**src/rtl/bitwise_logic_pipe.sv**
```systemverilog
// Purpose: two-stage registered bitwise logic unit (AND/OR/XOR/NAND/NOR/XNOR/ANDN/PASS) with valid/ready handshake.
// Latency: 2 cycles from input acceptance to out_valid; full throughput, one beat per cycle.
// Backpressure: out_ready low stalls S2, S1 absorbs one more beat, then in_ready drops; outputs held stable.
// Optional accumulator operand (acc_sel/acc_clr) is built only when BITWISE_LOGIC_PIPE_ACC_EN is defined.
module bitwise_logic_pipe #(
  parameter int WIDTH = 8
) (
  input  logic             clk,
  input  logic             reset,
  input  logic             in_valid,
  output logic             in_ready,
  input  logic [2:0]       op,
  input  logic             acc_sel,
  input  logic             acc_clr,
  input  logic [WIDTH-1:0] a,
  input  logic [WIDTH-1:0] b,
  output logic             out_valid,
  input  logic             out_ready,
  output logic [WIDTH-1:0] y,
  output logic             zero
);

  localparam logic [2:0] OP_AND  = 3'd0;
  localparam logic [2:0] OP_OR   = 3'd1;
  localparam logic [2:0] OP_XOR  = 3'd2;
  localparam logic [2:0] OP_NAND = 3'd3;
  localparam logic [2:0] OP_NOR  = 3'd4;
  localparam logic [2:0] OP_XNOR = 3'd5;
  localparam logic [2:0] OP_ANDN = 3'd6;
  localparam logic [2:0] OP_PASS = 3'd7;

  // Stage 1 holding registers
  logic             r_s1_valid;
  logic [2:0]       r_s1_op;
  logic [WIDTH-1:0] r_s1_a;
  logic [WIDTH-1:0] r_s1_b;

  // Stage 2 result registers
  logic             r_out_valid;
  logic [WIDTH-1:0] r_y;
  logic             r_zero;

  // Handshake and datapath wires
  logic             w_s2_advance;
  logic             w_in_ready;
  logic             w_accept;
  logic             w_s1_move;
  logic [WIDTH-1:0] w_op_a;
  logic [WIDTH-1:0] w_result;

  // S2 can take a new beat when it is empty or its beat is leaving this cycle.
  assign w_s2_advance = !r_out_valid || out_ready;
  assign w_in_ready   = !r_s1_valid || w_s2_advance;
  assign w_accept     = in_valid && w_in_ready;
  assign w_s1_move    = r_s1_valid && w_s2_advance;

`ifdef BITWISE_LOGIC_PIPE_ACC_EN
  logic             r_s1_acc_sel;
  logic [WIDTH-1:0] r_acc;

  // The accumulator is read at the S1->S2 transfer, so a chained beat sees the
  // value written by the beat one cycle ahead of it without any forwarding.
  assign w_op_a = r_s1_acc_sel ? r_acc : r_s1_a;

  // Capture the accumulator-select flag alongside the operands.
  always_ff @(posedge clk) begin
    if (reset) begin
      r_s1_acc_sel <= 1'b0;
    end else if (w_accept) begin
      r_s1_acc_sel <= acc_sel;
    end
  end

  // Accumulator: clear beats a coincident write-back; reset beats both.
  always_ff @(posedge clk) begin
    if (reset) begin
      r_acc <= '1;
    end else if (acc_clr) begin
      r_acc <= '1;
    end else if (w_s1_move && r_s1_acc_sel) begin
      r_acc <= w_result;
    end
  end
`else
  // Accumulator controls stay on the port list but have no effect in this build.
  logic w_unused_acc;
  assign w_unused_acc = acc_sel ^ acc_clr;
  assign w_op_a       = r_s1_a;
`endif

  // Stage 1: load operands on acceptance; valid follows in_valid whenever S1 is free to change.
  always_ff @(posedge clk) begin
    if (reset) begin
      r_s1_valid <= 1'b0;
      r_s1_op    <= 3'd0;
      r_s1_a     <= '0;
      r_s1_b     <= '0;
    end else begin
      if (w_in_ready) begin
        r_s1_valid <= in_valid;
      end
      if (w_accept) begin
        r_s1_op <= op;
        r_s1_a  <= a;
        r_s1_b  <= b;
      end
    end
  end

  // Bitwise operation decode on the stage-1 operands.
  always_comb begin
    w_result = '0;
    case (r_s1_op)
      OP_AND:  w_result = w_op_a & r_s1_b;
      OP_OR:   w_result = w_op_a | r_s1_b;
      OP_XOR:  w_result = w_op_a ^ r_s1_b;
      OP_NAND: w_result = ~(w_op_a & r_s1_b);
      OP_NOR:  w_result = ~(w_op_a | r_s1_b);
      OP_XNOR: w_result = ~(w_op_a ^ r_s1_b);
      OP_ANDN: w_result = w_op_a & ~r_s1_b;
      OP_PASS: w_result = r_s1_b;
      default: w_result = '0;
    endcase
  end

  // Stage 2: register result and zero flag; hold everything while stalled.
  always_ff @(posedge clk) begin
    if (reset) begin
      r_out_valid <= 1'b0;
      r_y         <= '0;
      r_zero      <= 1'b0;
    end else if (w_s2_advance) begin
      r_out_valid <= r_s1_valid;
      if (w_s1_move) begin
        r_y    <= w_result;
        r_zero <= ~|w_result;
      end
    end
  end

  assign in_ready  = w_in_ready;
  assign out_valid = r_out_valid;
  assign y         = r_y;
  assign zero      = r_zero && r_out_valid;

endmodule
```
**config.mk**
```make
export PLATFORM = sky130hd
export DESIGN_NAME = bitwise_logic_pipe
export DESIGN_NICKNAME = d
export VERILOG_FILES = /design/src/rtl/bitwise_logic_pipe.sv
export SDC_FILE = /design/constraint.sdc
export NUM_CORES = 1
export LEC_CHECK = 0
export CORE_UTILIZATION = 50
export CTS_BUF_LIST = sky130_fd_sc_hd__clkbuf_4 sky130_fd_sc_hd__clkbuf_8
export DETAILED_ROUTE_END_ITERATION = 10
export GPL_TIMING_DRIVEN = 1
export PLACE_DENSITY_LB_ADDON = 0.3
export RECOVER_POWER = 50
export SLEW_MARGIN = 15
export SYNTH_ARGS = -nofsm -noshare
export SYNTH_HDL_FRONTEND = slang
export SYNTH_SLANG_ARGS = --single-unit
```
**constraint.sdc**
```tcl
create_clock -name clk -period 1.55 [get_ports clk]
set_input_delay 0.155 -clock clk [delete_from_list [all_inputs] [get_ports clk]]
set_output_delay 0.155 -clock clk [all_outputs]
set_load 0.05 [all_outputs]
```
==> flow_metrics.py <==
metrics = {
    "yosys": {
        "synthArstFlopShare": 0,
        "yosys_warnings": 0,
        "synth_area_leaders": "dfxtp_1, ha_1, nand2_1",
        "ys_types": 42,
        "ys_ff_latch": 30,
        "synth_top_area_cell": "dfxtp_1",
        "synth_area_mm2": 0.00210,
        "syn_area_per_cell_um2": 8.10,
        "synthMuxAreaShare": 0.0871,
        "synth_top_area_share": 0.286,
        "synth_fp_nets": 308,
        "synth_top_family_by_area": "simple AND/OR/NAND/NOR gates",
        "ys.flop_type": "dfxtp_1",
        "synth-simple-area-share": 0.240,
        "postSynthCellCount": 259,
        "synth_fa_ha_area_frac": 0.143,
        "synth-compound-area-share": 0.160,
        "synth-edff-count": 0,
        "synth_seq_area_share": 0.286,
        "synth_xor_xnor_area_share": 0,
    },
    "setup_path": {
        "path_max_fanout": 3,
        "endpoint_kind": "register",
        "critPathLaunchType": "register",
        "required_ns": 1.76,
        "crit_arrival_ns": 1.99,
        "path_class": "register to register",
    },
    "power": {
        "sw_frac_of_total": 0.319,
        "clkPwrFrac": 0.298,
        "powerDensity_mw_per_mm2": 708,
        "internal_power_uw": 1590,
        "p_leak_uw": 0.00135,
        "p_comb_frac": 0.336,
        "seqPwrFrac": 0.367,
        "vdd_drop_max_v": 0.000610,
        "p_sw_uw": 744,
    },
    "cts": {
        "cts_hold_buf": 0,
        "cts_tree": "yes",
        "cts_made_buffers": 5,
        "path_clk_slew_ns": 0.07,
        "cts-root-buf": "clkbuf_8",
        "insertion_delay_ns": 0.29,
        "clock-sinks": 30,
        "cts.htree.levels": 2,
        "clk_path_buf_depth": 2,
    },
    "cells_and_area": {
        "final_cell_mix": "buf_4, nand2_1, a21oi_1",
        "diodes": 0,
        "final_cells": 395,
        "drive_gt1_frac": 0.423,
        "fin_nets": 393,
        "final_common_cell": "buf_4",
        "syn2layout_area_growth_pct": 57.0,
    },
    "global_routing": {
        "grt_pass1_wl_um": 9340,
        "grt_max_degree": 20,
        "antenna_found_initial": 0,
        "grt_overflow_total": 0,
        "grt_pass1_vias": 2050,
        "grtUsageTotal": 0.288,
    },
    "timing": {
        "min_period_ns": 1.77,
        "rsz0062_at_grt": "yes",
        "fin_skew_ns": 0.00407,
        "hold_viol_final": 0,
        "max_freq_ghz": 0.564,
        "tns_ns": -1.20,
        "slew_violations": 0,
        "slew_headroom": 0.601,
        "worst_slack_ns": -0.224,
        "worst_pin_slew_ns": 0.600,
        "setup_violations": 8,
        "fin_crit_sh": 1.14,
    },
    "floorplan": {
        "die_w_um": 66.8,
        "die_h_um": 66.8,
        "rows": 23,
        "die_area_mm2": 0.00446,
        "initial_core_util": 0.521,
        "fp.coreArea_mm2": 0.00403,
        "ios": 36,
    },
    "detailed_routing": {
        "firstDrtPassIters": 5,
        "drt-total-wl_um": 6640,
        "drtAntennaViolNets": 0,
        "first_iter_violations": 138,
        "vias_per_cell": 5.62,
        "drc_errors": 0,
        "num_vias": 2221,
        "wl_per_cell_um": 16.8,
    },
    "place": {
        "place_hpwl_um": 3810,
        "pre_cts_slack_ns": -0.256,
        "numPlacedInstances": 382,
        "gp_congestion": 0.843,
        "io_buffers": 33,
    },
    "status": {
        "status": "complete, but fails checks",
        "violations": "negative setup slack",
    },
    "hold_path": {
        "hold_path.class": "input pin to register",
    },
    "job": {
        "cap_violations": 0,
    },
}
==> per-stage QoR <==
step / hold slack (ns) / instance area (um2) / total power [uW] / utilization
after global placement: 0.449 / 2940 / 1490 / 0.729
final: 0.399 / 3290 / 2330 / 0.818
after detailed placement: 0.449 / 2940 / 1510 / 0.729
after CTS: 0.397 / 3140 / 2230 / 0.780
after global routing: 0.415 / 3290 / 2430 / 0.818
after floorplan: 0.272 / 2200 / 1240 / -
==> power by group through the flow <==
stage / clock [uW] / sequential, uW / combinational, uW
after floorplan: 0 / 913 / 323
after global placement: 0 / 865 / 623
after detailed placement: 0 / 868 / 642
after CTS: 699 / 852 / 684
after global routing: 734 / 860 / 839
final: 694 / 855 / 783
==> registers in the layout, summed over array words and instances, names as in the netlist <==
| name | cells |
|---|---|
| r_s1_a | 8 |
| r_s1_b | 8 |
| y | 8 |
| r_s1_op | 3 |
| out_valid | 1 |
| r_s1_valid | 1 |
| r_zero | 1 |
==> cell families after synthesis <==
group	Yosys count
AO/OA/AOI/OAI	52
buffers and inverters	36
flip-flops	30
multiplexers	14
AND/OR/NAND/NOR	103
adder cells (fa/ha/maj)	24
==> cell type report <==
| type | instances | area, um2 |
|---|---|---|
| multi-input cells | 193 | 1640 |
| clock buffers | 7 | 90.1 |
| inverters | 19 | 73.8 |
| fillers | 232 | 734 |
| flip-flops and latches | 30 | 628 |
| well taps | 50 | 62.6 |
| clock inverters | 1 | 5.00 |
| repair buffers | 95 | 798 |
==> metal layers <==
metal  global-route usage  wire, um
met5                    0         0
met4                0.149       262
met3               0.0634       435
met2                0.505      3300
met1                0.322      2650
==> worst paths after layout <==
| kind | from | end | slack (ns) | depth (start not counted) |
|---|---|---|---|---|
| worst max register to register | r_s1_a[0] | r_zero | -0.22 | 7 |
| worst min-delay path | b[3] | r_s1_b[3] | 0.40 | 3 |
| worst max-delay path | r_s1_a[0] | r_zero | -0.22 | 7 |
| worst min register to register | y[4] | y[4] | 0.48 | 2 |
==> timing repair <==
| action | 4_1_cts | 5_1_grt |
|---|---|---|
| buffers inserted | 1 | 3 |
| cloned | 1 | 0 |
| gates resized for setup | 21 | 38 |
| setup endpoints to repair | 9 | 9 |
| pin swaps | 12 | 13 |
==> cells in the mapped netlist, types with 3 or more instances <==
cell	n
nand2_1	48
dfxtp_1	30
a21oi_1	27
ha_1	24
inv_1	17
nand2b_1	14
nor2_1	13
mux2i_1	7
nor2b_1	7
buf_2	5
clkbuf_1	5
a31oi_1	4
nand3b_1	4
buf_4	3
buf_6	3
mux2_1	3
mux4_2	3
nor3_1	3
o31ai_1	3
o32ai_1	3
==> critical path, cell delays in order, from the launching register on <==
cell      delay, ns
dfxtp_2        0.34
buf_4          0.14
ha_1           0.19
mux4_2         0.50
nor2_2         0.11
a21o_1         0.12
nand4b_1       0.11
o31ai_2        0.19
Note: power is estimated with default switching activity, not from simulation.
==> variant: new RTL, same settings <==
Build with the macro `BITWISE_LOGIC_PIPE_ACC_EN` defined.
--- a/src/rtl/bitwise_logic_pipe.sv
+++ b/src/rtl/bitwise_logic_pipe.sv
@@ -2,6 +2,8 @@
 // Latency: 2 cycles from input acceptance to out_valid; full throughput, one beat per cycle.
 // Backpressure: out_ready low stalls S2, S1 absorbs one more beat, then in_ready drops; outputs held stable.
 // Optional accumulator operand (acc_sel/acc_clr) is built only when BITWISE_LOGIC_PIPE_ACC_EN is defined.
+`define BITWISE_LOGIC_PIPE_ACC_EN
+
 module bitwise_logic_pipe #(
   parameter int WIDTH = 8
 ) (
Formal check against the unedited RTL: not equivalent (Yosys sat finds a counterexample within 4 cycles, from zero or initial values and one cycle with reset high).
==> variant against the original RTL <==
The run still ends with negative setup slack left; count of clock-buffer cells in the layout decreased by 1; critical endpoint unchanged; total power is 21% higher; maximum frequency down 21%; design area rose by 13%; synthesized area increased by 18%; hold slack got worse by 0.0015 ns; routed wire length increased by 15%; sequential cell count grew 9; setup slack worse by 0.48 ns; clock skew increased by 0.0099 ns.
==> variant: results (changes against the original RTL) <==
[synthesis]
synth_compound_area_share_pct=17.11  ; was 15.98%
ys_types=47  ; was 42
synth_adder_area_share_pct=12.15  ; was 14.31%
synth_common_cells=68 x nand2_1, 39 x dfxtp_1, 35 x a21oi_1  ; was 48 x nand2_1, 30 x dfxtp_1, 27 x a21oi_1
ys_seq_area_share_pct=31.59  ; was 28.62%
synth-main-ff-cell=dfxtp_1  ; unchanged
syn_nets=352  ; was 308
synthMuxAreaShare_pct=12.15  ; was 8.706%
synth_area_leaders=dfxtp_1 32%, ha_1 12%, nand2_1 10%  ; was dfxtp_1 29%, ha_1 14%, nand2_1 8.6%

[timing]
finalSetupViolCount=17  ; was 8
tightest_slew_ns=0.6050  ; was 0.6005 ns
final.setup_skew_ns=0.01393  ; was 0.004069 ns
setup_slack_ns=-0.7006  ; was -0.2239 ns
setup-tns-final_ns=-10.06  ; was -1.201 ns

[setup_path]
cp_data_arrival_time_ns=2.49  ; was 1.99 ns
max_stage_delay_ns=0.46  ; was 0.50 ns
crit_path_start=r_s1_acc_sel$_SDFFE_PP0P_  ; was r_s1_a[0]$_SDFFE_PP0P_
rr_worst_depth=8  ; was 7
critPathSlowestCell=dfxtp_4  ; was mux4_2
critPathTopFamily=multiplexers  ; unchanged
crit_path_max_fanout=8  ; was 3

[outcome]
status=finished with violations  ; unchanged
violations=negative setup slack  ; unchanged

[placement]
place_area_sq_um=3382  ; was 2937 sq um
place_inst=451  ; was 382
hpwl_mm=4.875  ; was 3.808 mm
gp_congestion=0.8417  ; was 0.8429
io_buffers=35  ; was 33

[layout]
n_fill_cell=321  ; was 232
final_layout_size_suffix_gt1_share_pct=36.02  ; was 42.32%
final_cell_count_no_fill=464  ; was 395

[clock_tree]
cts_buffers=5  ; unchanged
clkTransAtPathRegs_ns=0.09  ; was 0.07 ns

[grt]
grt_pass1_vias=2403  ; was 2050
grt_max_degree=21  ; was 20
grt_pass1_wl_mm=11.46  ; was 9.342 mm
grtUsageTotal_pct=28.29  ; was 28.80%

[route]
vias_per_cell=5.453  ; was 5.623
dr.pass1.iters=5  ; unchanged
drt_iter0_markers=218  ; was 138
wl_mm=7.631  ; was 6.642 mm

[pwr]
ir_worst_vdd_mv=0.6906  ; was 0.6103 mV
p_leak_uw=0.001589  ; was 0.001347 uW

[min_path]
min_from=b[0]  ; was b[3]

## variant: changes by cell type after synthesis, moves of 4 or more
cell / change
a21oi_1: +8
clkbuf_1: +6
dfxtp_1: +9
mux2i_1: +14
nand2_1: +20
nand2b_1: -8
nand3_1: +7
nand3b_1: -4
nor2b_1: -4
o211ai_1: +4
## variant: kinds of logic after synthesis
logic type	Yosys count
and+or+nand+nor	111
AOI/OAI and AO/OA	64
DFF	39
buffers and inverters	38
muxes	27
adders and majority gates	24
## variant: through the flow
stage / worst slack [ns] / hold WS [ns]
after detailed placement: -0.6853 / 0.4513
after global placement: -0.6454 / 0.4454
after floorplan: -0.4549 / 0.2724
final: -0.7006 / 0.3975
after CTS: -0.6127 / 0.4042
after global routing: -0.8068 / 0.4060
## variant: worst min-delay path: stages
cell and delay [ns]:
clkdlybuf4s50_1 0.40, nand2_1 0.06, a21oi_1 0.05
## variant: timing repair
action	CTS	global route
gates resized for setup	35	20
cloned	0	0
setup buffers	2	3
endpoints found under the setup margin	17	17
pin swaps	7	8
## variant: report_power, final
group / internal [uW] / switching, uW / total [uW]
registers: 1050 / 45.7 / 1090
logic: 510 / 501 / 1010
clock network: 333 / 393 / 726
## variant: routing by layer
layer	part of all wire [%]	track usage [%]
met1	44	36.68
met2	51	48.08
met3	4.3	5.417
met4	1.2	7.843
met5	0	0
## variant: worst min-delay path by stage
| stage | end | slack (ns) | cells past startpoint |
|---|---|---|---|
| after floorplan | r_s1_valid$_SDFFE_PP0N_ | 0.27 | 2 |
| after global placement | r_s1_a[6]$_SDFFE_PP0P_ | 0.45 | 2 |
| after detailed placement | r_s1_a[0]$_SDFFE_PP0P_ | 0.45 | 2 |
| after CTS | r_s1_b[1]$_SDFFE_PP0P_ | 0.40 | 3 |
| after global routing | r_s1_b[1]$_SDFFE_PP0P_ | 0.41 | 3 |
| final | r_s1_b[0]$_SDFFE_PP0P_ | 0.40 | 3 |
## variant: layout make-up
class                      count  area [sq um]  share of cell area (%)
clock inverter                 2         12.51                  0.3348
clock buffer                   6         76.32                   2.042
multi-input combinational    226          1843                   49.31
timing repair buffer         105         862.1                   23.07
tap                           67         83.83                   2.243
sequential                    39         785.8                   21.02
inverter                      19         73.82                   1.975
